<file path="src/rtl/i2c_slave_pkg.sv">
// Shared types and helpers for the I2C target family: FSM states, ACK/NACK
// bit levels and the address-byte count derived from the register file width.
package i2c_slave_pkg;

  typedef enum logic [3:0] {
    ST_IDLE,
    ST_DEV_ADDR,
    ST_DEV_ACK,
    ST_WADDR,
    ST_WADDR_ACK,
    ST_WR_DATA,
    ST_WR_ACK,
    ST_RD_DATA,
    ST_RD_ACK
  } state_t;

  localparam logic ACK  = 1'b0;
  localparam logic NACK = 1'b1;

  function automatic int addr_bytes(input int mem_addr_width);
    return (mem_addr_width <= 8) ? 1 : 2;
  endfunction

endpackage

</file>
<file path="src/rtl/i2c_bus_monitor.sv">
// Synchronises SCL/SDA into the clk domain and derives SCL edge strobes plus
// START/STOP condition pulses. Synchroniser flops reset to the idle-bus level.
module i2c_bus_monitor #(
  parameter int SYNC_STAGES = 2
) (
  input  logic clk,
  input  logic rst_n,
  input  logic scl,
  input  logic sda,
  output logic sda_level,
  output logic scl_rise,
  output logic scl_fall,
  output logic start_det,
  output logic stop_det
);

  localparam int STAGES = (SYNC_STAGES < 2) ? 2 : SYNC_STAGES;

  logic [STAGES-1:0] scl_sync_reg;
  logic [STAGES-1:0] sda_sync_reg;
  logic              scl_prev_reg;
  logic              sda_prev_reg;
  logic              scl_level;

  always_ff @(posedge clk) begin
    if (!rst_n) begin
      scl_sync_reg <= '1;
      sda_sync_reg <= '1;
      scl_prev_reg <= 1'b1;
      sda_prev_reg <= 1'b1;
    end else begin
      scl_sync_reg <= {scl_sync_reg[STAGES-2:0], scl};
      sda_sync_reg <= {sda_sync_reg[STAGES-2:0], sda};
      scl_prev_reg <= scl_level;
      sda_prev_reg <= sda_level;
    end
  end

  assign scl_level = scl_sync_reg[STAGES-1];
  assign sda_level = sda_sync_reg[STAGES-1];

  assign scl_rise  = scl_level & ~scl_prev_reg;
  assign scl_fall  = ~scl_level & scl_prev_reg;
  // SDA may only toggle while SCL is high for START/STOP
  assign start_det = scl_level & scl_prev_reg & sda_prev_reg & ~sda_level;
  assign stop_det  = scl_level & scl_prev_reg & ~sda_prev_reg & sda_level;

endmodule

</file>
<file path="src/rtl/i2c_slave_regfile.sv">
// I2C target with an internal read/write register file, auto-increment pointer,
// fabric read port and write notification. Optional write protect: I2C_SLAVE_WRITE_PROTECT_EN.
module i2c_slave_regfile
  import i2c_slave_pkg::*;
#(
  parameter logic [6:0] DEV_ADDR               = 7'h50,
  parameter int         MEM_ADDR_WIDTH         = 8,
  parameter int         SYNC_STAGES            = 2,
  parameter int         SDA_SETUP_DELAY_CYCLES = 3
) (
  input  logic                      in_clk,
  input  logic                      in_rst_n,
`ifdef I2C_SLAVE_WRITE_PROTECT_EN
  input  logic                      in_wp,
`endif
  input  logic                      in_scl,
  input  logic                      in_sda,
  output logic                      out_sda_oe,
  output logic                      out_busy,
  input  logic [MEM_ADDR_WIDTH-1:0] in_host_addr,
  output logic [7:0]                out_host_data,
  output logic                      out_wr_strobe,
  output logic [MEM_ADDR_WIDTH-1:0] out_wr_addr,
  output logic [7:0]                out_wr_data
);

  localparam int   ADDR_BYTES    = addr_bytes(MEM_ADDR_WIDTH);
  localparam logic LAST_ADDR_IDX = 1'(ADDR_BYTES - 1);
  localparam int   DEPTH         = 1 << MEM_ADDR_WIDTH;
  localparam int   DLY_W         = $clog2(SDA_SETUP_DELAY_CYCLES + 1);
  localparam logic [DLY_W-1:0] DLY_LOAD = DLY_W'(SDA_SETUP_DELAY_CYCLES);
  localparam logic [DLY_W-1:0] DLY_ONE  = DLY_W'(1);

  logic sda_level, scl_rise, scl_fall, start_det, stop_det;
  logic wp_active;

  i2c_bus_monitor #(
    .SYNC_STAGES(SYNC_STAGES)
  ) u_bus_monitor (
    .clk      (in_clk),
    .rst_n    (in_rst_n),
    .scl      (in_scl),
    .sda      (in_sda),
    .sda_level(sda_level),
    .scl_rise (scl_rise),
    .scl_fall (scl_fall),
    .start_det(start_det),
    .stop_det (stop_det)
  );

`ifdef I2C_SLAVE_WRITE_PROTECT_EN
  assign wp_active = in_wp;
`else
  assign wp_active = 1'b0;
`endif

  state_t                    state_reg, state_next;
  logic [2:0]                bit_cnt_reg, bit_cnt_next;
  logic [7:0]                shift_reg, shift_next;
  logic [7:0]                tx_reg, tx_next;
  logic [MEM_ADDR_WIDTH-1:0] pointer_reg, pointer_next;
  logic [7:0]                addr_hi_reg, addr_hi_next;
  logic                      addr_idx_reg, addr_idx_next;
  logic                      busy_reg, busy_next;
  logic                      nack_reg, nack_next;
  logic                      pending_reg, pending_next;
  logic [DLY_W-1:0]          dly_reg, dly_next;
  logic                      sda_oe_reg, sda_oe_next;
  logic                      wr_strobe_reg, wr_strobe_next;
  logic [MEM_ADDR_WIDTH-1:0] wr_addr_reg, wr_addr_next;
  logic [7:0]                wr_data_reg, wr_data_next;

  logic [7:0]  mem [0:DEPTH-1];
  logic [7:0]  rd_data_reg;
  logic [7:0]  host_data_reg;
  logic        mem_we;
  logic [7:0]  rx_byte;
  logic [15:0] addr_full;
  logic        drive_bit;

  always_comb begin
    state_next     = state_reg;
    bit_cnt_next   = bit_cnt_reg;
    shift_next     = shift_reg;
    tx_next        = tx_reg;
    pointer_next   = pointer_reg;
    addr_hi_next   = addr_hi_reg;
    addr_idx_next  = addr_idx_reg;
    busy_next      = busy_reg;
    nack_next      = nack_reg;
    pending_next   = pending_reg;
    dly_next       = dly_reg;
    sda_oe_next    = sda_oe_reg;
    wr_strobe_next = 1'b0;
    wr_addr_next   = wr_addr_reg;
    wr_data_next   = wr_data_reg;
    mem_we         = 1'b0;
    drive_bit      = NACK;
    rx_byte        = {shift_reg[6:0], sda_level};
    addr_full      = {addr_hi_reg, rx_byte};

    // Bit chosen at SCL fall reaches the pad after the setup delay
    if (dly_reg != '0) begin
      dly_next = dly_reg - DLY_ONE;
      if (dly_reg == DLY_ONE) sda_oe_next = pending_reg;
    end

    if (stop_det) begin
      state_next   = ST_IDLE;
      busy_next    = 1'b0;
      bit_cnt_next = '0;
      dly_next     = '0;
      sda_oe_next  = 1'b0;
    end else if (start_det) begin
      state_next   = ST_DEV_ADDR;
      bit_cnt_next = '0;
      dly_next     = '0;
      sda_oe_next  = 1'b0;
    end else if (scl_rise) begin
      case (state_reg)
        ST_DEV_ADDR, ST_WADDR, ST_WR_DATA: begin
          shift_next   = rx_byte;
          bit_cnt_next = bit_cnt_reg + 3'd1;
          if (bit_cnt_reg == 3'd7) begin
            if (state_reg == ST_DEV_ADDR) begin
              if (rx_byte[7:1] == DEV_ADDR) begin
                state_next = ST_DEV_ACK;
                busy_next  = 1'b1;
              end else begin
                state_next = ST_IDLE;
              end
            end else if (state_reg == ST_WADDR) begin
              addr_hi_next = rx_byte;
              if (addr_idx_reg == LAST_ADDR_IDX) pointer_next = MEM_ADDR_WIDTH'(addr_full);
              state_next = ST_WADDR_ACK;
            end else begin
              state_next = ST_WR_ACK;
              nack_next  = wp_active;
              if (!wp_active) begin
                mem_we         = 1'b1;
                wr_strobe_next = 1'b1;
                wr_addr_next   = pointer_reg;
                wr_data_next   = rx_byte;
                pointer_next   = pointer_reg + 1'b1;
              end
            end
          end
        end
        ST_DEV_ACK: begin
          if (shift_reg[0]) begin
            state_next = ST_RD_DATA;
            tx_next    = rd_data_reg;
          end else begin
            state_next    = ST_WADDR;
            addr_idx_next = 1'b0;
          end
        end
        ST_WADDR_ACK: begin
          if (addr_idx_reg == LAST_ADDR_IDX) begin
            state_next = ST_WR_DATA;
          end else begin
            state_next    = ST_WADDR;
            addr_idx_next = 1'b1;
          end
        end
        ST_WR_ACK: state_next = ST_WR_DATA;
        ST_RD_DATA: begin
          bit_cnt_next = bit_cnt_reg + 3'd1;
          if (bit_cnt_reg == 3'd7) begin
            state_next   = ST_RD_ACK;
            pointer_next = pointer_reg + 1'b1;
          end
        end
        ST_RD_ACK: begin
          if (sda_level == ACK) begin
            state_next = ST_RD_DATA;
            tx_next    = rd_data_reg;
          end else begin
            state_next = ST_IDLE;
          end
        end
        default: ;
      endcase
    end else if (scl_fall) begin
      case (state_reg)
        ST_DEV_ACK, ST_WADDR_ACK: drive_bit = ACK;
        ST_WR_ACK:                drive_bit = nack_reg ? NACK : ACK;
        ST_RD_DATA: begin
          drive_bit = tx_reg[7];
          tx_next   = {tx_reg[6:0], 1'b0};
        end
        default:                  drive_bit = NACK;
      endcase
      pending_next = (drive_bit == ACK);
      dly_next     = DLY_LOAD;
    end
  end

  always_ff @(posedge in_clk) begin
    if (!in_rst_n) begin
      state_reg     <= ST_IDLE;
      bit_cnt_reg   <= '0;
      shift_reg     <= '0;
      tx_reg        <= '0;
      pointer_reg   <= '0;
      addr_hi_reg   <= '0;
      addr_idx_reg  <= 1'b0;
      busy_reg      <= 1'b0;
      nack_reg      <= 1'b0;
      pending_reg   <= 1'b0;
      dly_reg       <= '0;
      sda_oe_reg    <= 1'b0;
      wr_strobe_reg <= 1'b0;
      wr_addr_reg   <= '0;
      wr_data_reg   <= '0;
    end else begin
      state_reg     <= state_next;
      bit_cnt_reg   <= bit_cnt_next;
      shift_reg     <= shift_next;
      tx_reg        <= tx_next;
      pointer_reg   <= pointer_next;
      addr_hi_reg   <= addr_hi_next;
      addr_idx_reg  <= addr_idx_next;
      busy_reg      <= busy_next;
      nack_reg      <= nack_next;
      pending_reg   <= pending_next;
      dly_reg       <= dly_next;
      sda_oe_reg    <= sda_oe_next;
      wr_strobe_reg <= wr_strobe_next;
      wr_addr_reg   <= wr_addr_next;
      wr_data_reg   <= wr_data_next;
    end
  end

  // Registered reads return pre-write contents on a same-address collision
  always_ff @(posedge in_clk) begin
    if (mem_we && in_rst_n) mem[pointer_reg] <= rx_byte;
    rd_data_reg <= mem[pointer_reg];
  end

  always_ff @(posedge in_clk) begin
    if (!in_rst_n) host_data_reg <= '0;
    else           host_data_reg <= mem[in_host_addr];
  end

  assign out_sda_oe    = sda_oe_reg;
  assign out_busy      = busy_reg;
  assign out_host_data = host_data_reg;
  assign out_wr_strobe = wr_strobe_reg;
  assign out_wr_addr   = wr_addr_reg;
  assign out_wr_data   = wr_data_reg;

endmodule

</file>
<file path="config.mk">
export PLATFORM = sky130hd
export DESIGN_NAME = i2c_slave_regfile
export DESIGN_NICKNAME = d
export VERILOG_FILES = /design/src/rtl/i2c_slave_pkg.sv /design/src/rtl/i2c_bus_monitor.sv /design/src/rtl/i2c_slave_regfile.sv
export SDC_FILE = /design/constraint.sdc
export NUM_CORES = 2
export LEC_CHECK = 0
export CAP_MARGIN = 0
export CORE_UTILIZATION = 55
export DETAILED_ROUTE_END_ITERATION = 8
export HOLD_SLACK_MARGIN = 0.12
export PLACE_DENSITY = 0.71
export SLEW_MARGIN = 20
export SYNTH_ARGS = -nofsm -noshare
export SYNTH_HDL_FRONTEND = slang
export SYNTH_SLANG_ARGS = --single-unit
</file>
<file path="constraint.sdc">
create_clock -name in_clk -period 10.6 [get_ports in_clk]
set_input_delay 3.18 -clock in_clk [delete_from_list [all_inputs] [get_ports in_clk]]
set_output_delay 3.18 -clock in_clk [all_outputs]
set_load 0.01 [all_outputs]
</file>
# --- Word-level counts from Yosys, hierarchy flattened ---
# Memories as Yosys holds them, arrays and structs flattened. A register that Yosys moved wholly into a read port is not among the register bits.
# Cells that the tools add are included.
# Widths: inputs -> output; s select.
totals:
  regBits: 59
  ramBits: 2048
  inputBits: 12
  out_inout_bits: 27
  wordCells: 130
  mem_count: 1
memory_table:
  columns: ["memory", "words", "width", "read_ports", "rd_ports_with_merged_regs", "write_ports", "line", "text"]
  rows:
  - ["mem", 256, 8, 2, 2, 1, "i2c_slave_regfile.sv:73", "logic [7:0] mem [0:DEPTH-1];"]
op_classes:
  add_sub_neg: 3
  eq_ne: 21
  muxes: 43
  bitwise_logic: 18
  n_reduce_logical: 26
op_table:
  columns: ["operator", "n"]
  rows:
  - ["$mux 8", 10]
  - ["$pmux 8 s2", 2]
  - ["$pmux 4 s6", 1]
  - ["$mux 1", 17]
  - ["$eq 4x3->1 const B", 4]
  - ["$reduce_and 4->1", 4]
  - ["$ne 3x3->1 const B", 5]
  - ["$reduce_and 7->1", 2]
  - ["$mux 4", 3]
  - ["$reduce_bool 2->1", 6]
  - ["$not 1->1", 11]
  - ["$mux 2", 5]
  - ["$mux 3", 3]
  - ["$reduce_or 3->1", 3]
  - ["$add 8x1->8 const B", 1]
  - ["$eq 4x2->1 const B", 2]
  - ["$ne 2x2->1 const B", 4]
  - ["$reduce_and 8->1", 1]
  - ["$and 1x1->1", 7]
  - ["$eq 7x7->1 const B", 1]
  - ["$reduce_bool 7->1", 1]
  - ["$reduce_and 6->1", 1]
  - ["$reduce_bool 6->1", 1]
  - ["$reduce_and 5->1", 1]
  - ["other kinds (13)", 15]

# --- Depth between registers and ports, before layout ---
logic_depth:
  word_depth: 11
  ltp_mapped: 13
  depth_no_buf: 8

# --- By module ---
# From an unflattened synthesis, not the netlist that was laid out.
hier_totals:
  cells_unflattened: 5252
  hier_area_um2: 100109.8
by_module_without_submodules:
  columns: ["mod", "n_inst", "cells_per_inst", "area_each_um2", "seq_area_each_um2"]
  rows:
  - ["i2c_slave_regfile", 1, 5236, 99919.6, 62860.3]
  - ["i2c_bus_monitor", 1, 16, 190.2, 120.1]

# --- Least setup slack after synthesis ---
# OpenSTA, ideal clock, no wires.
synth_timing:
  path_type: "reg-to-reg"
  start: "reg u_bus_monitor.sda_sync_reg[1]"
  end: "mem mem[111][0], enable pin"
  arrival_ns: 5.693
  path_slack_ns: 4.536
  stages_incl_launch_ff: 11
  n_path_buf: 4
  period_less_slack_ns: 6.064
  cell_sequence: "dfxtp_1 clkbuf_1 nor2b_1 o21a_1 nand2b_1 buf_2 nor2_1 buf_4 buf_2 nand3_1 nor2_1"
synth_between:
  elab_chain_cells: 7
  elab_cells_between_ends: 8
  cone_classes: "mux: 4; bitwise: 3; reduce/logical: 1"
synth_rtl:
  columns: ["item", "line", "text"]
  rows:
  - ["from (decl)", "i2c_bus_monitor.sv:20", "logic [STAGES-1:0] sda_sync_reg;"]
  - ["from (signal assigned)", "i2c_bus_monitor.sv:33", "sda_sync_reg <= {sda_sync_reg[STAGES-2:0], sda};"]
  - ["$not 1->1", "i2c_bus_monitor.sv:45", "assign start_det = scl_level & scl_prev_reg & sda_prev_reg & ~sda_level;"]
  - ["$and 1x1->1", "i2c_bus_monitor.sv:45", null]
  - ["$mux 1", null, null]
  - ["$mux 1 *", "i2c_slave_regfile.sv:108", "if (stop_det) begin"]
  - ["$logic_and 1x1->1 *", "i2c_slave_regfile.sv:237", "if (mem_we && in_rst_n) mem[pointer_reg] <= rx_byte;"]
  - ["$mux 1 *", "i2c_slave_regfile.sv:237", null]
  - ["$mux 1 (implied by the code) *", "i2c_slave_regfile.sv:237", null]
  - ["to (decl)", "i2c_slave_regfile.sv:73", null]
# Mark *: on every way between the ends. The rest lies on a longest branch, timed or not.

==> flow_summary.yaml <==
run_status:
  outcome: "complete, no violations"
routing:
  avgRoutedWirePerCell_um: 43.9
  drc: 0
  drtIter0Drc: 11800
  dr.pass1.iters: 9
  routed_wl_mm: 359
  drt.antenna.violating_nets: 0
  via_count: 63400
  via_per_inst: 7.74
clocking:
  hold_buffers: 0
  htreeDepth: 4
  post_cts_resized: 0
  cts_tree: "yes"
  post_cts_buffers: 0
  cts_buffer_depth: 3
  clk_latency_ns: 0.89
  cts.sinks: 2122
  cts_buffers: 215
  cts_root_buffer: "clkbuf_16"
  cts.clk_slew.worst_paths_ns: 0.06
synth:
  synth_area_per_cell_um2: 17.5
  netlist_instances: 5657
  synth-seq-cells: 2122
  ys_seq_area_share_pct: 63.5
  syn_area_mm2: 0.0992
  synth-edff-count: 2048
  synth_cell_types: 72
  yosys_warnings: 0
  synthFlopType: "edfxtp_1"
  syn_nets: 5678
  async_flop_share_pct: 0
critical_path:
  worstPathRequired_ns: 11.38
  end_kind: "flip-flop"
  r2r_slack_ns: 4.72
  start_kind: "input port"
  rr_startpoint: "pointer_reg[3]"
  worstSetupPathType: "in -> reg"
  cp_max_fo: 67
  rr_worst_depth: 9
  cp.arrival_ns: 7.53
  cp-startpoint: "in_host_addr[1]"
  reg2reg_to: "rd_data_reg[6]"
global_routing:
  grt_max_degree: 210
  overflow: 0
  grt.total_usage_pct: 39.6
  grt_pass1_wl_mm: 492
  antenna_found_initial: 30
  grt_pass1_vias: 60200
die:
  die-area_mm2: 0.182
  die_h_um: 427
  io_pins: 39
  rows: 155
  start_util_pct: 55.5
  core-area_mm2: 0.179
  die-width_um: 427
timing:
  hold_viol: 0
  period_share_pct: 63.8
  max_freq_mhz: 148
  rsz0062_at_grt: "no"
  skew_ns: 0.0454
  finalMaxSlewViolations: 0
  setup-tns-final_ns: 0
  relSlewSlack_pct: 8.29
  fin_crit_ns: 6.76
  worst_pin_slew_ns: 1.36
  setup_violations: 0
layout:
  fillers: 12800
  largest_reg_flops: 2048
  regMostFlops: "mem"
  nets: 5650
  drive_gt1_share_pct: 23.6
  areaGrowthSynthToFinish_pct: 10.0
  fin_cells: 8189
power:
  swShare_pct: 21.7
  p_leak_nw: 34.0
  p_comb_share_pct: 3.8
  switchingPower_mw: 3.81
  ir_worst_vdd_v: 0.000151
  seq_power_share_pct: 51.6
  power_density_mw_per_mm2: 161
  p_int_mw: 13.8
  power.share.clock_pct: 44.6
placed_design:
  finalWeightedCongestion: 1.06
  dpl.hpwl_mm: 240
  dp.cells: 7762
  place.port_buffers: 38
worst_hold_path:
  min_from: "u_bus_monitor.sda_sync_reg[0]"
  holdPathStages: 1
  hold_class: "reg -> reg"
  min_to: "u_bus_monitor.sda_sync_reg[1]"
run:
  drv_cap: 0
## routing by layer
layer / routed length, um / share of wire [%] / vias up / global-route usage (%)
met5: 347 / 0.097 / - / 0
met4: 24700 / 6.9 / 34 / 21.9
met3: 57100 / 16 / 1129 / 16.3
met2: 153000 / 42 / 5584 / 55.2
met1: 125000 / 35 / 32800 / 53.0
li1: - / - / 23800 / -
## critical path, cell delays in order
cell and delay (ns):
buf_8 0.55, nand2_4 0.73, buf_4 0.57, o221ai_1 0.60, nor3b_1 0.10, o21ai_0 0.78
nand4_1 0.20, or4_1 0.60, o31ai_1 0.11
## kinds of logic after synthesis
group	count (synthesis)	share of synthesized area [%]
muxes	1322	24.0
buffers and inverters	451	2.43
AOI/OAI and AO/OA	760	5.37
and+or+nand+nor	992	4.59
xor gates and xnor gates	1	0.00883
DFF	2122	63.5
adders and majority gates	9	0.114
## stage by stage
stage                     utilization, %  instance area (um^2)  total power, mW  hold WS [ns]  worst slack (ns)
after floorplan                        -                 99200             9.65         0.386              4.54
after global placement              56.9                102000             9.90         0.394              3.10
after detailed placement            56.9                102000             9.90         0.393              3.09
after CTS                           60.9                109000             17.6         0.411              3.99
after global routing                61.0                109000             17.9         0.428              3.95
final                               61.0                109000             17.6         0.407              3.84
## how the worst max path moves through the flow
stage | endpoint | depth (start not counted)
after detailed placement | out_host_data[1] | 9
final | out_host_data[1] | 9
after global routing | mem[202][2] | 7
after floorplan | mem[111][0] | 10
after global placement | out_host_data[1] | 9
after CTS | out_host_data[1] | 9
## cell type report
class | instances | area (um^2) | share of cell area [%]
inverter | 12 | 47.5 | 0.0436
clock buffer | 257 | 5780 | 5.30
antenna | 21 | 52.6 | 0.0482
clock inverter | 144 | 1470 | 1.35
sequential | 2122 | 63000 | 57.8
tap | 2355 | 2950 | 2.70
multi-input combinational | 3084 | 33900 | 31.1
timing repair buffer | 194 | 1880 | 1.72
## synthesized netlist by cell type (32+ instances only)
| cell type | instances | area, um^2 |
|---|---|---|
| nand3_1 | 107 | 536 |
| edfxtp_1 | 2048 | 61500 |
| clkbuf_1 | 174 | 653 |
| nand2_1 | 158 | 593 |
| o22ai_1 | 73 | 457 |
| nand4_1 | 34 | 213 |
| dfxtp_1 | 74 | 1480 |
| a22oi_1 | 212 | 1590 |
| buf_1 | 35 | 131 |
| buf_2 | 128 | 641 |
| nor2b_1 | 32 | 200 |
| nor2_1 | 435 | 1630 |
| o221ai_1 | 132 | 1160 |
| nor3_1 | 104 | 521 |
| a21oi_1 | 120 | 601 |
| mux2i_1 | 476 | 4760 |
| mux4_2 | 829 | 18700 |
| o21ai_0 | 83 | 415 |
| buf_4 | 70 | 526 |
## placed cells by master, fill, tap and decap left out, types with 34 or more instances in the layout
master,count
mux4_2,829
nand4_1,34
edfxtp_1,2048
nand3_1,105
nor3_1,104
clkinv_1,52
a21oi_1,120
nand2_1,154
o221ai_1,132
o22ai_1,73
nor2_1,426
clkinv_2,48
dfxtp_1,60
a22oi_1,212
mux2i_1,476
buf_4,133
clkbuf_16,223
o21ai_0,83
## power groups by stage
stage               registers [mW]  clock network, mW  logic (mW)
global route                  9.07               8.14       0.676
global placement              9.26                  0       0.643
CTS                           9.08               7.83       0.645
detailed placement            9.26                  0       0.642
finish                        9.08               7.85       0.676
floorplan                     9.26                  0       0.391
Power figures use the tool's default switching activity.
